==> src/rtl/mcu_pkg.sv <==
// Shared encodings for the multicycle control unit: FSM states, opcodes,
// ALU class and PC source selects, and the packed control vector.
package mcu_pkg;

    localparam int unsigned STATE_W = 4;
    localparam int unsigned OP_W    = 6;

    typedef enum logic [STATE_W-1:0] {
        S_FETCH   = 4'd0,
        S_DECODE  = 4'd1,
        S_MEMADR  = 4'd2,
        S_MEMRD   = 4'd3,
        S_MEMWB   = 4'd4,
        S_MEMWR   = 4'd5,
        S_EXEC    = 4'd6,
        S_RWB     = 4'd7,
        S_BRANCH  = 4'd8,
        S_ADDI_EX = 4'd9,
        S_ADDI_WB = 4'd10,
        S_JUMP    = 4'd11,
        S_IDLE    = 4'd15
    } state_t;

    localparam logic [OP_W-1:0] OP_RTYPE = 6'b000000;
    localparam logic [OP_W-1:0] OP_LW    = 6'b100011;
    localparam logic [OP_W-1:0] OP_SW    = 6'b101011;
    localparam logic [OP_W-1:0] OP_BEQ   = 6'b000100;
    localparam logic [OP_W-1:0] OP_ADDI  = 6'b001000;
    localparam logic [OP_W-1:0] OP_J     = 6'b000010;

    localparam logic [1:0] ALU_ADD   = 2'b00;
    localparam logic [1:0] ALU_SUB   = 2'b01;
    localparam logic [1:0] ALU_FUNCT = 2'b10;

    localparam logic [1:0] PCS_ALU    = 2'b00;
    localparam logic [1:0] PCS_ALUOUT = 2'b01;
    localparam logic [1:0] PCS_JUMP   = 2'b10;

    // Datapath control vector produced by the output decoder
    typedef struct packed {
        logic       pc_write;
        logic       pc_write_cond;
        logic       i_or_d;
        logic       mem_read;
        logic       mem_write;
        logic       ir_write;
        logic       mem_to_reg;
        logic       reg_dst;
        logic       reg_write;
        logic       alu_src_a;
        logic [1:0] alu_src_b;
        logic [1:0] alu_op;
        logic [1:0] pc_source;
        logic       retired;
    } ctrl_t;

endpackage

==> src/rtl/mcu_output_decode.sv <==
// Moore output decode: state (plus mem_ready for the handshake strobes)
// to datapath control vector. Purely combinational.
// Optional feature macro: MCU_JUMP_EN (enables the JUMP state outputs).
module mcu_output_decode
    import mcu_pkg::*;
(
    input  state_t state,
    input  logic   mem_ready,
    output ctrl_t  ctrl_c
);

    // Per-state strobes; everything not named for a state stays 0
    always_comb begin
        ctrl_c = '0;
        case (state)
            S_FETCH: begin
                ctrl_c.mem_read  = 1'b1;
                ctrl_c.alu_src_b = 2'b01;
                ctrl_c.alu_op    = ALU_ADD;
                ctrl_c.ir_write  = mem_ready;
                ctrl_c.pc_write  = mem_ready;
            end
            S_DECODE: begin
                ctrl_c.alu_src_b = 2'b11;
                ctrl_c.alu_op    = ALU_ADD;
            end
            S_MEMADR, S_ADDI_EX: begin
                ctrl_c.alu_src_a = 1'b1;
                ctrl_c.alu_src_b = 2'b10;
            end
            S_MEMRD: begin
                ctrl_c.mem_read = 1'b1;
                ctrl_c.i_or_d   = 1'b1;
            end
            S_MEMWB: begin
                ctrl_c.reg_write  = 1'b1;
                ctrl_c.mem_to_reg = 1'b1;
                ctrl_c.retired    = 1'b1;
            end
            S_MEMWR: begin
                ctrl_c.mem_write = 1'b1;
                ctrl_c.i_or_d    = 1'b1;
                ctrl_c.retired   = mem_ready;
            end
            S_EXEC: begin
                ctrl_c.alu_src_a = 1'b1;
                ctrl_c.alu_op    = ALU_FUNCT;
            end
            S_RWB: begin
                ctrl_c.reg_write = 1'b1;
                ctrl_c.reg_dst   = 1'b1;
                ctrl_c.retired   = 1'b1;
            end
            S_BRANCH: begin
                ctrl_c.alu_src_a     = 1'b1;
                ctrl_c.alu_op        = ALU_SUB;
                ctrl_c.pc_write_cond = 1'b1;
                ctrl_c.pc_source     = PCS_ALUOUT;
                ctrl_c.retired       = 1'b1;
            end
            S_ADDI_WB: begin
                ctrl_c.reg_write = 1'b1;
                ctrl_c.retired   = 1'b1;
            end
`ifdef MCU_JUMP_EN
            S_JUMP: begin
                ctrl_c.pc_write  = 1'b1;
                ctrl_c.pc_source = PCS_JUMP;
                ctrl_c.retired   = 1'b1;
            end
`endif
            default: ctrl_c = '0;
        endcase
    end

endmodule

==> src/rtl/multicycle_control_unit.sv <==
// Multicycle instruction sequencer: FSM, retired-instruction counter and
// illegal-opcode detection; outputs decoded by mcu_output_decode.
// Optional feature macro: MCU_JUMP_EN (opcode 000010 executes as a jump;
// when undefined that opcode is illegal and the JUMP state does not exist).
module multicycle_control_unit
    import mcu_pkg::*;
#(
    parameter int unsigned OPCODE_W = 6,
    parameter int unsigned CNT_W    = 16
) (
    input  logic                clk,
    input  logic                rst_n,
    input  logic [OPCODE_W-1:0] opcode,
    input  logic                zero,
    input  logic                mem_ready,
    output logic                pc_write,
    output logic                pc_write_cond,
    output logic                i_or_d,
    output logic                mem_read,
    output logic                mem_write,
    output logic                ir_write,
    output logic                mem_to_reg,
    output logic                reg_dst,
    output logic                reg_write,
    output logic                alu_src_a,
    output logic [1:0]          alu_src_b,
    output logic [1:0]          alu_op,
    output logic [1:0]          pc_source,
    output logic                illegal,
    output logic                retired,
    output logic [CNT_W-1:0]    instr_count,
    output logic [3:0]          state
);

    state_t           state_q, state_d;
    logic             is_store_q, is_store_d;
    logic             illegal_c;
    logic [CNT_W-1:0] count_q;
    ctrl_t            ctrl_c;

    // Branch resolution happens in the datapath; the FSM never looks at zero
    logic unused_zero;
    assign unused_zero = zero;

    // State, latched lw/sw selector and retired-instruction counter
    always_ff @(posedge clk or negedge rst_n) begin
        if (!rst_n) begin
            state_q    <= S_IDLE;
            is_store_q <= 1'b0;
            count_q    <= '0;
        end else begin
            state_q    <= state_d;
            is_store_q <= is_store_d;
            if (ctrl_c.retired) count_q <= count_q + CNT_W'(1);
        end
    end

    // Next state; lw/sw choice is captured in DECODE so opcode is ignored later
    always_comb begin
        state_d    = state_q;
        is_store_d = is_store_q;
        illegal_c  = 1'b0;
        case (state_q)
            S_IDLE:   state_d = S_FETCH;
            S_FETCH:  if (mem_ready) state_d = S_DECODE;
            S_DECODE: begin
                case (opcode)
                    OPCODE_W'(OP_RTYPE): state_d = S_EXEC;
                    OPCODE_W'(OP_LW): begin
                        state_d    = S_MEMADR;
                        is_store_d = 1'b0;
                    end
                    OPCODE_W'(OP_SW): begin
                        state_d    = S_MEMADR;
                        is_store_d = 1'b1;
                    end
                    OPCODE_W'(OP_BEQ):   state_d = S_BRANCH;
                    OPCODE_W'(OP_ADDI):  state_d = S_ADDI_EX;
`ifdef MCU_JUMP_EN
                    OPCODE_W'(OP_J):     state_d = S_JUMP;
`endif
                    default: begin
                        illegal_c = 1'b1;
                        state_d   = S_FETCH;
                    end
                endcase
            end
            S_MEMADR:  state_d = is_store_q ? S_MEMWR : S_MEMRD;
            S_MEMRD:   if (mem_ready) state_d = S_MEMWB;
            S_MEMWB:   state_d = S_FETCH;
            S_MEMWR:   if (mem_ready) state_d = S_FETCH;
            S_EXEC:    state_d = S_RWB;
            S_RWB:     state_d = S_FETCH;
            S_BRANCH:  state_d = S_FETCH;
            S_ADDI_EX: state_d = S_ADDI_WB;
            S_ADDI_WB: state_d = S_FETCH;
`ifdef MCU_JUMP_EN
            S_JUMP:    state_d = S_FETCH;
`endif
            default:   state_d = S_IDLE;
        endcase
    end

    mcu_output_decode u_decode (
        .state     (state_q),
        .mem_ready (mem_ready),
        .ctrl_c    (ctrl_c)
    );

    // Unpack control vector onto the datapath ports
    assign pc_write      = ctrl_c.pc_write;
    assign pc_write_cond = ctrl_c.pc_write_cond;
    assign i_or_d        = ctrl_c.i_or_d;
    assign mem_read      = ctrl_c.mem_read;
    assign mem_write     = ctrl_c.mem_write;
    assign ir_write      = ctrl_c.ir_write;
    assign mem_to_reg    = ctrl_c.mem_to_reg;
    assign reg_dst       = ctrl_c.reg_dst;
    assign reg_write     = ctrl_c.reg_write;
    assign alu_src_a     = ctrl_c.alu_src_a;
    assign alu_src_b     = ctrl_c.alu_src_b;
    assign alu_op        = ctrl_c.alu_op;
    assign pc_source     = ctrl_c.pc_source;
    assign retired       = ctrl_c.retired;
    assign illegal       = illegal_c;
    assign instr_count   = count_q;
    assign state         = state_q;

endmodule

==> config.mk <==
export PLATFORM = sky130hd
export DESIGN_NAME = multicycle_control_unit
export DESIGN_NICKNAME = d
export VERILOG_FILES = /design/src/rtl/mcu_pkg.sv /design/src/rtl/mcu_output_decode.sv /design/src/rtl/multicycle_control_unit.sv
export SDC_FILE = /design/constraint.sdc
export NUM_CORES = 1
export LEC_CHECK = 0
export CORE_AREA = 2 2 71 46
export CTS_CLUSTER_SIZE = 16
export DETAILED_ROUTE_END_ITERATION = 10
export DIE_AREA = 0 0 73 48
export PLACE_DENSITY_LB_ADDON = 0.15
export SLEW_MARGIN = 15
export SYNTH_ARGS = -nofsm -noshare
export SYNTH_HDL_FRONTEND = slang
export SYNTH_HIERARCHICAL = 1
export SYNTH_SLANG_ARGS = --single-unit
==> constraint.sdc <==
create_clock -name clk -period 3.9 [get_ports clk]
set_clock_uncertainty 0.05 [all_clocks]
set_input_delay 0.39 -clock clk [delete_from_list [all_inputs] [get_ports clk]]
set_output_delay 0.39 -clock clk [all_outputs]
set_load 0.02 [all_outputs]
Yosys cells after proc, flatten, opt, wreduce, memory -nomap -nowiden
Index checks and enable logic that the tools add are counted.
{"block": "op_classes", "add_sub_neg": 1, "muxes": 22, "reduce_logical": 14, "eq_ne": 18}
{"op": "one-hot mux 4 bit (8 select lines)", "n": 1}
{"op": "adder 16 x 1 -> 16 bit, second input constant", "n": 1}
{"op": "== test 4 x 3 -> 1 bit, second input constant", "n": 4}
{"op": "== test 4 bit, second input constant", "n": 4}
{"op": "one-hot mux 4 bit (4 select lines)", "n": 1}
{"op": "== test 6 bit, second input constant", "n": 2}
{"op": "two-way mux 1 bit", "n": 12}
{"op": "two-way mux 4 bit", "n": 3}
{"op": "OR reduction 5 bit", "n": 2}
{"op": "== test 4 x 2 -> 1 bit, second input constant", "n": 2}
{"op": "OR reduction 2 bit", "n": 4}
{"op": "OR reduction 4 bit", "n": 2}
{"op": "== test 6 x 3 -> 1 bit, second input constant", "n": 1}
{"op": "== test 6 x 4 -> 1 bit, second input constant", "n": 1}
{"op": "zero test 6 bit", "n": 1}
{"op": "!= test 2 bit, second input constant", "n": 3}
{"op": "one-hot mux 2 bit (3 select lines)", "n": 1}
{"op": "== test 4 x 1 -> 1 bit, second input constant", "n": 1}
{"op": "zero test 4 bit", "n": 1}
{"op": "one-hot mux 1 bit (2 select lines)", "n": 2}
{"op": "one-hot mux 2 bit (2 select lines)", "n": 1}
{"op": "two-way mux 3 bit", "n": 1}
{"op": "AND reduction 3 bit", "n": 1}
{"op": "OR reduction 3 bit", "n": 1}
{"op": "2 further kinds", "n": 2}
{"block": "totals", "output_inout_bits": 38, "inputBits": 10, "regBits": 21, "elab_cells": 58}

Depth between registers and ports, before layout
{"block": "depth", "ltp_word": 4, "ltp_mapped": 9, "mapped_depth_nobuf": 8}

By module
Netlist, hierarchy kept.
{"mod": "multicycle_control_unit", "cells_per_inst": 117, "seq_area_each_um2": 530.5, "instances": 1, "area_per_inst_um2": 1122.3}
{"mod": "mcu_output_decode", "cells_per_inst": 33, "seq_area_each_um2": 0.0, "instances": 1, "area_per_inst_um2": 206.4}

Worst setup path after synthesis
OpenSTA, ideal clock, no wires.
{"block": "synth_timing", "path_kind": "flip-flop to flip-flop", "startpoint": "register state_q[2] (netlist: state[2])", "endpoint": "register count_q[13] (netlist: instr_count[13])", "t_required_ps": 3721, "path_stages_with_launch": 9, "setup_ps": 129, "setup_slack_ps": 1407, "n_path_buf": 1, "period_less_slack_ps": 2493, "t_arrival_ps": 2313, "cell_sequence": "dfstp_2 -> buf_2 -> and4b_1 -> or3_1 -> nand4_1 -> nor2_1 -> and4_1 -> nand3_1 -> xnor2_1"}
{"block": "synth_via", "elab_chain_len": 3, "word_cells_on_any_way": 7, "classes_between": "eq/ne: 5; mux: 1; reduce/logical: 1"}
{"item": "start: declaration", "line_no": "multicycle_control_unit.sv:35", "rtl": "state_t state_q, state_d;"}
{"item": "start signal: assignment", "line_no": "multicycle_control_unit.sv:52", "rtl": "state_q <= state_d;"}
{"item": "== test 4 x 3 -> 1 bit / == test 4 bit (equally long branches)", "line_no": "mcu_output_decode.sv:15", "rtl": "case (state)"}
{"item": "OR reduction 4 bit (no line)"}
{"item": "one-hot mux 1 bit (2 select lines) *", "line_no": "mcu_output_decode.sv:15"}
{"item": "via retired", "line_no": "multicycle_control_unit.sv:30", "rtl": "output logic retired,"}
{"item": "end signal: assignment", "line_no": "multicycle_control_unit.sv:54", "rtl": "if (ctrl_c.retired) count_q <= count_q + CNT_W'(1);"}
{"item": "end: declaration", "line_no": "multicycle_control_unit.sv:38", "rtl": "logic [CNT_W-1:0] count_q;"}
The timed path passes the listed nets; every way through them passes the cells marked *.
A chain may end at the register's enable or synchronous reset.

Final worst setup path
{"block": "layout_timing", "startpoint": "register state_q[2] (netlist: state[2])", "endpoint": "output retired"}
{"block": "layout_via", "elab_chain_len": 3, "word_cells_on_any_way": 7, "classes_between": "eq/ne: 5; mux: 1; reduce/logical: 1"}
{"item": "== test 4 x 3 -> 1 bit / == test 4 bit (equally long branches)", "line_no": "mcu_output_decode.sv:15"}
{"item": "OR reduction 4 bit (no line)"}
{"item": "one-hot mux 1 bit (2 select lines) *", "line_no": "mcu_output_decode.sv:15"}
{"item": "end: declaration", "line_no": "multicycle_control_unit.sv:30"}
Every way passes the cells marked *; elsewhere a longest branch is shown, timed or not.

==> impl_metrics.ini <==
[status]
status = finished, final reports clean

[route]
finalWirelength_um = 2881
drt_drc_violations_left = 0
drt-initial-drc-count = 32
ant_nets = 0
via_per_inst = 5.350
vias = 1193
dr.pass1.iters = 4
drt-wirelength-per-cell_um = 12.92

[pwr]
seqPwrFrac_pct = 33.0
power_density_mw_per_mm2 = 755.3
totalPowerFinal_mw = 1.363
p_leak_nw = 0.7130
switching_share_pct = 44.47
clkPwrFrac_pct = 10.1
combPwrFrac_pct = 56.9
vdd_drop_max_mv = 0.4061
internal_power_mw = 0.7568
p_sw_mw = 0.6060

[logic_synthesis]
syn_inst = 150
syn_avg_cell_area_um2 = 8.858
netlist.area_leader.share_pct = 32.02
ys_top_cells_by_area = dfrtp_1 (32%), dfstp_2 (7.9%), xnor2_1 (7.9%)
synth.area.mux_share_pct = 0.8475
ys_ff_latch = 21
synth-simple-area-share_pct = 30.32
synth_edf_count = 0
synthAdderAreaFrac_pct = 0.9416
synth_area_mm2 = 0.001329
synth-main-ff-cell = dfrtp_1
synth_cell_types = 40
async_flop_share_pct = 100.0
seq_area_frac_synth_pct = 39.92
synth-compound-area-share_pct = 10.08
syn-num-nets = 161
synth_xor_area_share_pct = 11.21
synth_top_family_by_area = simple AND/OR/NAND/NOR gates
yosysWarnings = 6
synth_area_leader_cell = dfrtp_1

[clocking]
cts_hold_buffers = 0
cts_tree = done
htree_levels = 1
clockBufferDepth = 2
cts.sinks = 21
clockRootBuffer = clkbuf_8
clkLatencyLatePin_ns = 0.25
cts-buffers-inserted = 3
postCtsResizedCells = 0
postCtsSetupRepairBufs = 0
clkTransAtPathRegs_ns = 0.07

[sta]
finalHoldViolations = 0
rsz0062_at_grt = no
drv_slew = 0
max_freq_ghz = 0.3286
hold_slack_ns = 0.4294
worstMarginPinSlew_ns = 0.8715
finalWorstSetupSlack_ns = 0.8572
setup-tns-final_ns = 0
relSlewSlack_pct = 41.72
min_period_ns = 3.043
period_share_pct = 78.02
setup-violations-final = 0

[setup_path]
crit_chain = inv_1, a2111oi_0, or3_1, clkdlybuf4s50_1
worst-path-stages = 4
r2r_slack_ns = 1.05
required_ns = 3.46
setup.worst_path.class = reg -> out
worstPathMaxFanout = 20
worstRegToRegCells = 8
worstPathArrival_ns = 2.60
worstSetupEndpointType = primary output
startpoint_type = register
r2r-start = state[2]$_DFFE_PN1P_
critPathSlowestCell = dfstp_2
critical-path-max-stage-delay_ns = 0.73
path_buf_inv = 2
r2r_end = instr_count[10]$_DFFE_PN0P_
critPathTopFamily = buffers and inverters

[placed_design]
placed_area_mm2 = 0.001759
portBuffers = 45
dp_hpwl_um = 2263
pre_cts_ws_ns = 0.8345
gp_congestion = 0.8203
dp.cells = 219

[global_route]
gr-usage-all-layers_pct = 17.39
grt_max_degree = 26
grt_pass1_wl_um = 4643
antenna_found_initial = 0
gr-total-overflow = 0
grt_pass1_vias = 1014

[min_path]
hold_end = instr_count[15]$_DFFE_PN0P_
hp-start = instr_count[15]$_DFFE_PN0P_
holdCritPathClass = reg -> reg
hold_path_depth = 1

[floorplanning]
die_x_um = 73
core_mm2 = 0.002796
dieArea_mm2 = 0.003504
die_h_um = 48
io_pins = 48
start_util_pct = 47.52
rows = 15

[flow_run]
max-cap-violations = 0

[cells_and_area]
area_growth_pct = 35.78
final_common_cell = clkdlybuf4s50_1
nets = 201
drive_gt1_share_pct = 6.878
register_area_um2 = 530.5
layout.cells.non_filler = 223
final.fill_count = 230
diodes = 0
final_cell_mix = clkdlybuf4s50_1 (45), dfrtp_1 (17), nor2_1 (14)
fin_util_pct = 64.52
multi_input_area_um2 = 713.2
fin_area_mm2 = 0.001804
## synth_stat cells, types with 3 or more instances
master / n
dfstp_2: 4
nand2b_1: 7
nand3_1: 6
xor2_1: 5
nor2b_1: 4
buf_2: 5
nor3b_1: 4
nand4_1: 4
nor2_1: 14
xnor2_1: 12
o21ai_0: 6
nand2_1: 10
buf_4: 3
inv_1: 6
a21oi_1: 7
dfrtp_1: 17
nor3_1: 9
## worst reg2reg max path, stage by stage (launching register included)
cell       delay, ns
dfstp_2         0.73
inv_1           0.09
a2111oi_0       0.53
or3_1           0.33
nand3_1         0.12
nor2_1          0.22
nand4_1         0.21
or2_2           0.33
xnor2_1         0.12
## registers in the layout, summed over array words and instances, names as in the netlist
signal       cells
state            4
instr_count     16
is_store_q       1
## power groups by stage
stage | Combinational, mW | Clock (mW) | Sequential, mW
detailed placement | 0.778 | 0 | 0.454
global route | 0.841 | 0.150 | 0.474
global placement | 0.759 | 0 | 0.449
floorplan | 0.511 | 0 | 0.419
finish | 0.776 | 0.138 | 0.450
CTS | 0.780 | 0.144 | 0.450
## cells by family after synthesis
logic type / after synthesis
buffers and inverters: 16
adder cells (fa/ha/maj): 1
flip-flops: 21
other: 1
AND/OR/NAND/NOR: 71
multiplexers: 1
XOR/XNOR: 17
AO/OA/AOI/OAI: 22
## final cells by class
class | count | area share (%)
tap | 34 | 2.358
sequential | 21 | 29.40
clock buffer | 4 | 2.497
timing repair buffer | 45 | 24.97
multi-input combinational | 113 | 39.53
inverter | 6 | 1.248
## routing by layer
layer	vias to the layer above	part of all wire, %	GRT usage, %
met3	4	4.3	3.158
li1	597	-	-
met2	31	47	28.83
met1	561	47	23.60
met4	0	1.3	5.556
met5	-	0	0
## worst max path at each step
stage | slack [ns] | from | end
finish | 0.86 | state[2]$_DFFE_PN1P_ | retired
global route | 0.75 | state[2]$_DFFE_PN1P_ | retired
CTS | 0.86 | state[2]$_DFFE_PN1P_ | retired
detailed placement | 0.83 | mem_ready | instr_count[10]$_DFFE_PN0P_
global placement | 0.90 | mem_ready | instr_count[10]$_DFFE_PN0P_
floorplan | 1.41 | state[2]$_DFFE_PN1P_ | instr_count[13]$_DFFE_PN0P_
(Power assumes the default switching activity.)
